## config.mk

```make
export PLATFORM = sky130hd
export DESIGN_NAME = spi_reg_master
export DESIGN_NICKNAME = d
export VERILOG_FILES = /design/src/rtl/spi_reg_pkg.sv /design/src/rtl/spi_tick_gen.sv /design/src/rtl/spi_reg_master.sv
export SDC_FILE = /design/constraint.sdc
export NUM_CORES = 1
export LEC_CHECK = 0
export ABC_AREA = 1
export BUFFER_PORTS_ARGS = -buffer_cell sky130_fd_sc_hd__buf_2
export CAP_MARGIN = 20
export CORE_MARGIN = 4
export CORE_UTILIZATION = 47
export CTS_BUF_LIST = sky130_fd_sc_hd__clkbuf_4 sky130_fd_sc_hd__clkbuf_8
export DETAILED_ROUTE_END_ITERATION = 7
export PLACE_DENSITY = 0.67
export SLEW_MARGIN = 10
export SYNTH_ARGS = -nofsm -noshare
export SYNTH_HDL_FRONTEND = slang
export SYNTH_SLANG_ARGS = --single-unit
```

## constraint.sdc

```tcl
create_clock -name clk -period 4.3 [get_ports clk]
set_input_delay 0.645 -clock clk [delete_from_list [all_inputs] [get_ports clk]]
set_output_delay 0.645 -clock clk [all_outputs]
set_load 0.02 [all_outputs]
```

## src/rtl/spi_reg_pkg.sv

```systemverilog
`default_nettype none
// ============================================================================
// Module  : spi_reg_pkg
// Brief   : Shared types and constants for the SPI register-access initiator
// Revision: 1.0
// ============================================================================
package spi_reg_pkg;

    typedef enum logic [2:0] {
        IDLE  = 3'd0,
        SETUP = 3'd1,
        HI    = 3'd2,
        LO    = 3'd3,
        HOLD  = 3'd4,
        GAP   = 3'd5
    } state_t;

    localparam logic CMD_READ   = 1'b1;
    localparam logic CMD_WRITE  = 1'b0;
    localparam int   FRAME_BITS = 16;
    localparam int   DATA_BITS  = 8;

endpackage
`default_nettype wire

```

## src/rtl/spi_tick_gen.sv

```systemverilog
`default_nettype none
// ============================================================================
// Module  : spi_tick_gen
// Brief   : Half-period divider producing one tick every DIV clk cycles
// Revision: 1.0
// ============================================================================
module spi_tick_gen #(
    parameter int DIV = 4
) (
    input  logic clk,
    input  logic rst_n,
    input  logic clear,
    output logic tick
);

    localparam int                 c_CNT_W = (DIV > 1) ? $clog2(DIV) : 1;
    localparam logic [c_CNT_W-1:0] c_LAST  = c_CNT_W'(DIV - 1);

    logic [c_CNT_W-1:0] r_cnt;

    // Clearing on frame start keeps every frame phase-aligned to the request.
    always_ff @(posedge clk or negedge rst_n) begin
        if (!rst_n) begin
            r_cnt <= '0;
        end else if (clear || (r_cnt == c_LAST)) begin
            r_cnt <= '0;
        end else begin
            r_cnt <= r_cnt + 1'b1;
        end
    end

    assign tick = (r_cnt == c_LAST) && !clear;

endmodule
`default_nettype wire

```

## src/rtl/spi_reg_master.sv

```systemverilog
`default_nettype none
// ============================================================================
// Module  : spi_reg_master
// Brief   : SPI register-access initiator, one {rw,addr,data} CPOL=0 frame
// Revision: 1.0
// ============================================================================
module spi_reg_master
    import spi_reg_pkg::*;
#(
    parameter int CLK_DIV = 4,
    parameter int ADDR_W  = 7
) (
    input  logic              clk,
    input  logic              rst_n,
    input  logic              start,
    input  logic              rw,
    input  logic [ADDR_W-1:0] addr,
    input  logic [7:0]        wdata,
    output logic              busy,
    output logic              done,
    output logic [7:0]        rdata,
    output logic              sclk,
    output logic              mosi,
    output logic              cs,
    input  logic              miso
);

    localparam int                 c_FRAME_W  = 1 + ADDR_W + DATA_BITS;
    localparam int                 c_BIT_W    = $clog2(c_FRAME_W);
    localparam logic [c_BIT_W-1:0] c_LAST_BIT = c_BIT_W'(c_FRAME_W - 1);
    localparam logic [c_BIT_W-1:0] c_RX_FIRST = c_BIT_W'(c_FRAME_W - DATA_BITS);

    state_t                 r_state;
    logic [c_FRAME_W-1:0]   r_shift;
    logic [c_BIT_W-1:0]     r_bit_cnt;
    logic [DATA_BITS-1:0]   r_rx;
    logic                   r_rw;

    logic                   w_tick;
    logic                   w_clear;
    logic [c_FRAME_W-1:0]   w_frame;

    assign w_clear = start && (r_state == IDLE);
    assign w_frame = {rw, addr, (rw == CMD_READ) ? {DATA_BITS{1'b0}} : wdata};

    spi_tick_gen #(
        .DIV (CLK_DIV)
    ) u_tick_gen (
        .clk   (clk),
        .rst_n (rst_n),
        .clear (w_clear),
        .tick  (w_tick)
    );

    always_ff @(posedge clk or negedge rst_n) begin
        if (!rst_n) begin
            r_state   <= IDLE;
            r_shift   <= '0;
            r_bit_cnt <= '0;
            r_rx      <= '0;
            r_rw      <= 1'b0;
            busy      <= 1'b0;
            done      <= 1'b0;
            rdata     <= '0;
            sclk      <= 1'b0;
            mosi      <= 1'b0;
            cs        <= 1'b1;
        end else begin
            done <= 1'b0;
            case (r_state)
                IDLE: begin
                    if (start) begin
                        r_shift   <= w_frame;
                        r_rw      <= rw;
                        r_bit_cnt <= '0;
                        cs        <= 1'b0;
                        busy      <= 1'b1;
                        r_state   <= SETUP;
                    end
                end
                SETUP: begin
                    if (w_tick) begin
                        sclk    <= 1'b1;
                        mosi    <= r_shift[c_FRAME_W-1];
                        r_shift <= {r_shift[c_FRAME_W-2:0], 1'b0};
                        r_state <= HI;
                    end
                end
                HI: begin
                    if (w_tick) begin
                        sclk <= 1'b0;
                        if (r_bit_cnt >= c_RX_FIRST) begin
                            r_rx <= {r_rx[DATA_BITS-2:0], miso};
                        end
                        r_state <= LO;
                    end
                end
                LO: begin
                    if (w_tick) begin
                        if (r_bit_cnt == c_LAST_BIT) begin
                            r_state <= HOLD;
                        end else begin
                            r_bit_cnt <= r_bit_cnt + 1'b1;
                            sclk      <= 1'b1;
                            mosi      <= r_shift[c_FRAME_W-1];
                            r_shift   <= {r_shift[c_FRAME_W-2:0], 1'b0};
                            r_state   <= HI;
                        end
                    end
                end
                HOLD: begin
                    if (w_tick) begin
                        cs      <= 1'b1;
                        mosi    <= 1'b0;
                        r_state <= GAP;
                    end
                end
                GAP: begin
                    if (w_tick) begin
                        done <= 1'b1;
                        if (r_rw == CMD_READ) begin
                            rdata <= r_rx;
                        end
                        // A request pending at frame end chains straight into
                        // the next frame so cs stays high for just the gap.
                        if (start) begin
                            r_shift   <= w_frame;
                            r_rw      <= rw;
                            r_bit_cnt <= '0;
                            cs        <= 1'b0;
                            r_state   <= SETUP;
                        end else begin
                            busy    <= 1'b0;
                            r_state <= IDLE;
                        end
                    end
                end
                default: r_state <= IDLE;
            endcase
        end
    end

endmodule
`default_nettype wire

```

=== Word level (Yosys, flattened, before mapping) ===
Index checks and enable logic that the tools add are counted.

* Bits in writable memories: 0
* Register bits: 47
* Memories kept: 0
* Latch bits: 0
* Bits of input ports: 20
* ROM bits: 0

* Bitwise gates (word level): 0
* Reduce and logical (&&, ||, !) cells: 21
* Equality and inequality tests: 15
* Multiply operators: 0
* Multiplexer cells: 43
* Shift operators: 0
* Add/sub/neg operators: 2
* Divide/modulo/power cells: 0
* Magnitude comparators: 1

{| class="wikitable"
|+ Operator list
! cell !! count
|-
| 2-to-1 mux 16 bit || 5
|-
| case mux 16 bit (4 select lines) || 1
|-
| 2-to-1 mux 3 bit || 7
|-
| case mux 3 bit (6 select lines) || 1
|-
| 2-to-1 mux 1 bit || 17
|-
| 2-to-1 mux 4 bit || 4
|-
| AND reduction 5 bit || 3
|-
| case mux 4 bit (3 select lines) || 1
|-
| nonzero test 3 bit || 4
|-
| inequality test 2 x 1 -> 1 bit (second input constant) || 5
|-
| case mux 1 bit (3 select lines) || 3
|-
| AND reduction 3 bit || 3
|-
| 2-to-1 mux 8 bit || 1
|-
| AND reduction 4 bit || 2
|-
| equality test 3 x 2 -> 1 bit (second input constant) || 2
|-
| equality test 3 bit (second input constant) || 2
|-
| inequality test 2 bit (second input constant) || 3
|-
| AND reduction 6 bit || 1
|-
| adder 4 x 1 -> 4 bit (second input constant) || 1
|-
| equality test 4 bit (second input constant) || 1
|-
| greater-or-equal comparator 4 bit (second input constant) || 1
|-
| case mux 1 bit (2 select lines) || 2
|-
| nonzero test 4 bit || 1
|-
| equality test 3 x 1 -> 1 bit (second input constant) || 1
|-
| other kinds (9) || 10
|}

=== Depth between registers and ports, before layout ===
Gate-level depths: netlist (run 1).

* Word-level depth: 6
* Mapped depth: 10
* Depth with buffers taken out: 9

=== Cells and area by module ===
A second synthesis (run 1) with hierarchy kept.

* Cell total of the unflattened synthesis: 295
* Area total of the unflattened synthesis: 2316.0 µm²

{| class="wikitable"
|+ Modules (own cells, without submodules)
! module !! cells an instance !! area an instance (µm²) !! instances
|-
| spi_reg_master || 285 || 2227.1 || 1
|-
| spi_tick_gen || 10 || 88.8 || 1
|}

=== Worst setup path after synthesis (run 1) ===
Ideal clock, no wire load.

* Kind: input to register
* From: input port start
* To: register r_shift[0]
* Stages: 7
* Path slack: 2.898 ns
* Arrival time: 1.284 ns
* Setup time: 0.118 ns
* Cell sequence: nand3_2 nand2_2 nand2_4 nand3_4 buf_6 nand2_1 nand2_1

* Longest elaborated chain between the ends: 5

{| class="wikitable"
|+ Ends and longest elaborated chain
! item !! RTL line !! RTL
|-
| start: declaration || spi_reg_master.sv:15 || <nowiki>input logic start,</nowiki>
|-
| logical AND 1 bit || spi_reg_master.sv:43 || <nowiki>assign w_clear = start && (r_state == IDLE);</nowiki>
|-
| logical NOT 1 bit || spi_tick_gen.sv:32 || <nowiki>assign tick = (r_cnt == c_LAST) && !clear;</nowiki>
|-
| logical AND 1 bit || spi_tick_gen.sv:32 ||
|-
| inequality test 2 x 1 -> 1 bit (no source line) || - ||
|-
| AND reduction 5 bit (no source line) || - ||
|-
| end signal: assignment || spi_reg_master.sv:73 || <nowiki>r_shift <= w_frame;</nowiki>
|-
| end signal: assignment || spi_reg_master.sv:85 || <nowiki>r_shift <= {r_shift[c_FRAME_W-2:0], 1'b0};</nowiki>
|-
| end signal: assignment || spi_reg_master.sv:106 || <nowiki>r_shift <= {r_shift[c_FRAME_W-2:0], 1'b0};</nowiki>
|-
| end: declaration || spi_reg_master.sv:34 || <nowiki>logic [c_FRAME_W-1:0] r_shift;</nowiki>
|}

Parallel ways exist; a longest one is shown, timed or not. The select of a mux whose other input is x is not followed.
A chain may end at the register's enable or synchronous reset.

=== Final worst setup path (run 1) ===
* From: register r_state[0]
* To: register r_bit_cnt[1]

* Longest elaborated chain between the ends: 6

{| class="wikitable"
|+ Ends and longest elaborated chain
! item !! RTL line !! RTL
|-
| start: declaration || spi_reg_master.sv:33 || <nowiki>state_t r_state;</nowiki>
|-
| start signal: assignment || spi_reg_master.sv:57 || <nowiki>r_state <= IDLE;</nowiki>
|-
| start signal: assignment || spi_reg_master.sv:78 || <nowiki>r_state <= SETUP;</nowiki>
|-
| start signal: assignment || spi_reg_master.sv:86 || <nowiki>r_state <= HI;</nowiki>
|-
| logical NOT 3 bit || spi_reg_master.sv:43, spi_reg_master.sv:70 ||
|-
| logical AND 1 bit || spi_reg_master.sv:43 ||
|-
| logical NOT 1 bit || spi_tick_gen.sv:32 ||
|-
| logical AND 1 bit || spi_tick_gen.sv:32 ||
|-
| inequality test 2 x 1 -> 1 bit (no source line) || - ||
|-
| AND reduction 4 bit (no source line) || - ||
|-
| end signal: assignment || spi_reg_master.sv:103 || <nowiki>r_bit_cnt <= r_bit_cnt + 1'b1;</nowiki>
|-
| end: declaration || spi_reg_master.sv:35 || <nowiki>logic [c_BIT_W-1:0] r_bit_cnt;</nowiki>
|}

Parallel ways exist; a longest one is shown, timed or not.

==> run_results.csv, run 1 <==
group,metric,value,unit
run_status,status,"finished clean",
drt,wl_per_cell,12.0,um
drt,drt_iter0_markers,171,
synthesis,yosys_warnings,0,
critical_path,worst_setup_path_end_kind,"register",
timing,final_min_period_over_clock_period,0.432,
clocking,cts_tree,"built",
synthesis,synth_edf_count,0,
run,maxCapViolations,0,
timing,slew_headroom,0.615,
critical_path,path_max_fanout,18,
synthesis,ys_types,28,
timing,final-setup-viol-count,0,
grt,grt_pass1_vias,1726,
placement,post-dp-hpwl,3140,um
floorplan,core_area,0.00482,mm2
floorplan,die_h,79.2,um
layout,drive_above_1_share,0.189,
clocking,cts.clk_slew.worst_paths,0.09,ns
layout,areaGrowthSynthToFinish,12.3,%
power_and_ir_drop,switchingPower,0.631,mW
power_and_ir_drop,p_int,0.915,mW
synthesis,synthSimpleGateAreaFrac,0.349,
floorplan,die_width,79.2,um
synthesis,seq_area_frac_synth,0.494,
timing,final_hold_viol_count,0,
clocking,postCtsSetupBuffers,0,
floorplan,pin_count,33,
layout,nets,339,
critical_path,setup.worst_path.start_class,"register",
critical_path,arrival,2.04,ns
synthesis,synth_seq_cells,47,
timing,finClkSkew,0.00407,ns
floorplan,dieArea,0.00627,mm2
synthesis,syn_avg_cell_area,8.30,um2
grt,use_met2,0.253,
drt,num_vias,1871,
hold_path,hold_path_class,"input port to async pin",
critical_path,worstRegToRegCells,7,
power_and_ir_drop,comb_power_share,0.367,
timing,grt_setup_unrepaired,"no",
grt,grt_max_degree,48,
timing,finalHoldWorstSlack,0.243,ns
grt,busiest_layer,"met2",
floorplan,initial_core_util,0.494,
clocking,clock_latency,0.30,ns
synthesis,synth_area,0.00238,mm2
timing,max_freq,0.538,GHz
grt,grt_util_met1,0.219,
clocking,holdBufCountCts,0,
power_and_ir_drop,p_leak,1.40,nW
timing,tightest_slew,0.577,ns
synthesis,synth_compound_area_frac,0.0620,
grt,use_met3,0.0431,
synthesis,synth_xor_area_frac,0.00368,
synthesis,synth_cells,287,
timing,maxSlewViolCount,0,
power_and_ir_drop,vdd_drop_max,269,uV
power_and_ir_drop,power_density,578,mW/mm2
drt,drc,0,
drt,vias_per_cell,4.87,
grt,grt_pass1_wl,8000,um
timing,fin_tns_setup,0,ns
power_and_ir_drop,p_clk_frac,0.217,
power_and_ir_drop,p_sw_frac,0.408,
clocking,clock_path_buffers,2,
placement,globalplace.congestion,0.909,
timing,period_needed,1.86,ns
synthesis,synth_top_flop_cell,"dfrtp_1",
clocking,cts_root_buf,"clkbuf_8",
drt,ant_nets,0,
drt,finalWirelength,4600,um
clocking,cts.htree.levels,2,
power_and_ir_drop,p_seq_frac,0.416,
grt,overflow,0,
drt,first_pass_iters,4,
synthesis,synth.net_count,310,
synthesis,synth-adder-area-share,0.0158,
clocking,cts_resized,0,
synthesis,synthArstFlopShare,1.00,
placement,io_buffers,32,
clocking,cts_made_buffers,5,
layout,diodes,0,
grt,antenna_found_initial,0,
synthesis,synthMuxAreaShare,0,
critical_path,criticalPathCategory,"register to register",
synthesis,synth_top_family_by_area,"simple AND/OR/NAND/NOR gates",
grt,grt_use_total,0.161,
critical_path,cp.required,4.48,ns
clocking,clock-sinks,47,
floorplan,rows,25,
[cell usage in the layout, fill, tap and decap left out]
master	instances
nor2_4	2
inv_1	17
nand3_4	2
nand2_2	1
nand3_2	2
inv_6	1
bufinv_16	1
clkinv_4	1
nor2_1	15
nor2_2	1
clkbuf_8	5
dfrtp_1	46
xnor2_1	1
buf_12	1
nand2_1	110
dfstp_2	1
o21ai_0	13
a21oi_1	7
ha_1	3
clkinv_1	1
inv_4	2
nand2_4	2
nand3_1	15
inv_2	3
and2_1	1
o211ai_1	1
nand4_4	2
buf_2	32
or2_2	1
o21ai_1	8
nand4_1	19
[routing by layer]
| metal | routed length (um) | vias to the layer above |
|---|---|---|
| met5 | 0 | - |
| met2 | 2120 | 26 |
| met4 | 28 | 0 |
| met1 | 2290 | 848 |
| met3 | 160 | 2 |
| li1 | - | 995 |
[worst max-delay path, cell delays in order, from the launching register on]
cell	delay (ns)
dfrtp_1	0.72
nand2_1	0.15
nor2_2	0.20
nand2_1	0.11
nand2_1	0.09
inv_2	0.13
nand2_1	0.22
o21ai_0	0.11
[path summary, 6_finish.rpt]
path	startpoint	endpoint	slack [ns]
worst max-delay path	r_state[0]	r_bit_cnt[1]	2.44
worst min-delay path	rst_n	u_tick_gen.r_cnt[1]	0.24
worst max register to register	r_state[0]	r_bit_cnt[1]	2.44
worst min register to register	u_tick_gen.r_cnt[0]	u_tick_gen.r_cnt[0]	0.44
max in group asynchronous	rst_n	r_shift[15]	3.57
min in group clk	u_tick_gen.r_cnt[0]	u_tick_gen.r_cnt[0]	0.44
[state kept, by name, summed over array words and instances, names as in the netlist, 2 cells and up]
name	cells
r_rx	8
r_state	3
rdata	8
r_shift	16
u_tick_gen.r_cnt	2
r_bit_cnt	4
[cells in the mapped netlist, types with 3 or more instances]
master	count	area [um2]
buf_4	3	22.5
a21oi_1	7	35.0
nand3_1	15	75.1
nand4_1	19	119
ha_1	3	37.5
inv_2	3	11.3
o21ai_0	13	65.1
inv_1	17	63.8
buf_2	4	20.0
o21ai_1	8	40.0
buf_6	4	45.0
dfrtp_1	46	1150
nor2_1	15	56.3
nand2_1	110	413
[stage by stage]
stage / cell area, um2 / total power, mW / cells / utilization / setup slack [ns]
floorplan: 2380 / 1.13 / 287 / - / 2.90
global placement: 2540 / 1.21 / 375 / 0.527 / 2.47
detailed placement: 2540 / 1.22 / 375 / 0.527 / 2.46
CTS: 2650 / 1.55 / 383 / 0.551 / 2.46
global route: 2670 / 1.67 / 384 / 0.555 / 2.22
finish: 2670 / 1.55 / 384 / 0.555 / 2.44
[power by group through the flow]
stage	Clock, mW	Combinational (mW)	Sequential (mW)
2_1_floorplan	0	0.499	0.632
3_3_place_gp	0	0.558	0.653
3_5_place_dp	0	0.567	0.648
4_1_cts	0.345	0.567	0.642
5_1_grt	0.362	0.650	0.658
6_report	0.335	0.567	0.644
[cell type report]
| class | instances | area, um2 |
|---|---|---|
| Fill cell | 495 | 2140 |
| Sequential cell | 47 | 1180 |
| Multi-Input combinational cell | 206 | 1020 |
| Timing Repair Buffer | 33 | 180 |
| Inverter | 23 | 91.3 |
| Tap cell | 67 | 83.8 |
| Clock buffer | 5 | 68.8 |
| Clock inverter | 3 | 47.5 |
[cells by family after synthesis]
kind of cell | Yosys count
compound gates | 29
xor+xnor | 1
fa+ha+maj | 3
buf+inv | 34
flops | 47
simple gates | 173
No activity file was read; power rests on OpenSTA's default activity.
==> run 2, diff against run 1 <==
==> constraint.sdc (replaced) <==
create_clock -name clk -period 1.8 [get_ports clk]
set_input_delay 0.27 -clock clk [delete_from_list [all_inputs] [get_ports clk]]
set_output_delay 0.27 -clock clk [all_outputs]
set_load 0.02 [all_outputs]
==> run 2 against run 1 <==
Net effect:
- core utilization grew 1.4 points
- first-iteration DRC count shrank 54%
- largest cell class unchanged
- critical endpoint is now r_rx[1]
- clock power grew 140%
- largest power group unchanged
==> run_results.csv, run 2 (same netlist as run 1, synthesis figures left out) <==
group,metric,value,unit
layout,final_common_cell,"nand2_1",
drt,num_vias,1906,
critical_path,criticalPathCategory,"register to register",
floorplan,rows,25,
critical_path,reg2reg_setup_slack,0.20,ns
timing,final_hold_viol_count,0,
grt,grt_use_total,0.166,
layout,diodes,0,
drt,wl_per_cell,12.0,um
timing,finClkSkew,0.00567,ns
clocking,postCtsSetupBuffers,0,
drt,first_pass_iters,4,
critical_path,worstReg2RegStart,"r_state[0]",
hold_path,hold_path_class,"input port to async pin",
power_and_ir_drop,p_leak,1.45,nW
drt,ant_nets,0,
critical_path,crit_path_frequent_cell,"nand3_2",
grt,grt_max_degree,48,
grt,antenna_found_initial,0,
timing,tightest_slew,0.589,ns
clocking,cts.htree.levels,2,
floorplan,die_width,79.2,um
critical_path,cp_slowest_cell,"dfrtp_1",
layout,top_register,"r_shift",
drt,drc,0,
timing,final_min_period_over_clock_period,0.891,
run,maxCapViolations,0,
layout,mostFrequentLayoutCells,"nand2_1 (110), dfrtp_1 (46), buf_2 (32)",
timing,max_freq,0.624,GHz
critical_path,cp.required,1.98,ns
timing,period_needed,1.60,ns
critical_path,crit_buf_inv,1,
clocking,cts_resized,0,
critical_path,setup.worst_path.start_class,"register",
critical_path,critPathTopFamily,"simple AND/OR/NAND/NOR gates",
layout,reg_top3,"r_shift (16), r_rx (8), rdata (8)",
critical_path,endpoint,"r_rx[1]",
floorplan,pin_count,33,
layout,postLayoutCoreUtil,0.569,
clocking,clock_latency,0.29,ns
timing,grt_setup_unrepaired,"no",
drt,vias_per_cell,4.84,
layout,largest_reg_flops,16,
critical_path,crit_start,"r_state[0]",
drt,drt_iter0_markers,79,
drt,finalWirelength,4750,um
critical_path,path_max_fanout,16,
power_and_ir_drop,vdd_drop_max,678,uV
placement,globalplace.congestion,0.862,
critical_path,cp_num_cells,7,
placement,io_buffers,32,
clocking,cts.clk_slew.worst_paths,0.09,ns
timing,final-setup-viol-count,0,
layout,areaGrowthSynthToFinish,15.1,%
floorplan,die_h,79.2,um
power_and_ir_drop,power_density,1410,mW/mm2
layout,design_area,0.00274,mm2
clocking,cts_made_buffers,5,
layout,nets,349,
floorplan,core_area,0.00482,mm2
critical_path,cp_cell_sequence,"nor2_4 -> nand3_2 -> nand2_2 -> inv_2 -> nand3_2 -> nand2_1 -> o21ai_1",
clocking,cts_tree,"built",
clocking,cts_root_buf,"clkbuf_8",
critical_path,worstRegToRegCells,7,
grt,overflow,0,
placement,post-dp-hpwl,3310,um
placement,place_area,0.00262,mm2
layout,drive_above_1_share,0.214,
critical_path,worst_setup_path_end_kind,"register",
grt,grt_pass1_wl,8210,um
critical_path,critical_path.max_stage_delay,0.61,ns
clocking,holdBufCountCts,0,
run_status,status,"finished clean",
clocking,clock_path_buffers,2,
floorplan,dieArea,0.00627,mm2
timing,maxSlewViolCount,0,
floorplan,initial_core_util,0.494,
clocking,clock-sinks,47,
critical_path,arrival,1.79,ns
timing,fin_tns_setup,0,ns
timing,slew_headroom,0.607,
critical_path,r2r-end,"r_rx[1]",
grt,grt_pass1_vias,1792,
-- run 2: cell count changes in the layout (fill, tap and decap cells not counted), sizes merged --
cell    change
buf        +10
clkinv      -1
clkbuf      +1
-- run 2: final cells by class --
class                           count  area [um2]
Sequential cell                    47        1180
Clock buffer                        6        82.6
Inverter                           23        91.3
Timing Repair Buffer               43         243
Multi-Input combinational cell    206        1020
Clock inverter                      2        38.8
Fill cell                         464        2080
Tap cell                           67        83.8
-- run 2: worst min-delay path by stage --
stage,startpoint,to,cells after the start
2_1_floorplan,rst_n,busy,0
3_5_place_dp,rst_n,r_shift[8],2
4_1_cts,rst_n,r_shift[11],2
5_1_grt,rst_n,r_shift[0],2
6_report,rst_n,r_shift[5],2
3_3_place_gp,rst_n,r_shift[6],2
-- run 2: metal layers --
layer,track usage,share of wire,up-vias
li1,-,-,1012
met1,0.226,0.49,850
met2,0.265,0.47,42
met3,0.0385,0.044,2
met4,0.0498,0.0051,0
met5,0,0,-
-- run 2: metrics by stage --
stage	instances	setup WS (ns)	total power, mW	hold WS (ns)
floorplan	287	0.400	2.70	-0.0256
global placement	386	0.252	3.04	0.398
detailed placement	386	0.215	3.06	0.400
CTS	394	0.197	3.90	0.0696
global route	394	0.0167	4.19	0.0962
finish	394	0.196	3.86	0.0553
-- run 2: power by group --
| part | switching, mW | internal (mW) |
|---|---|---|
| registers | 0.200 | 1.32 |
| clock network | 0.361 | 0.457 |
| logic | 0.967 | 0.554 |
| total | 1.53 | 2.33 |
-- run 2: worst reg2reg max path, stage by stage (launching register included) --
cell	delay, ns
dfrtp_1	0.61
nor2_4	0.08
nand3_2	0.16
nand2_2	0.11
inv_2	0.07
nand3_2	0.25
nand2_1	0.15
o21ai_1	0.07
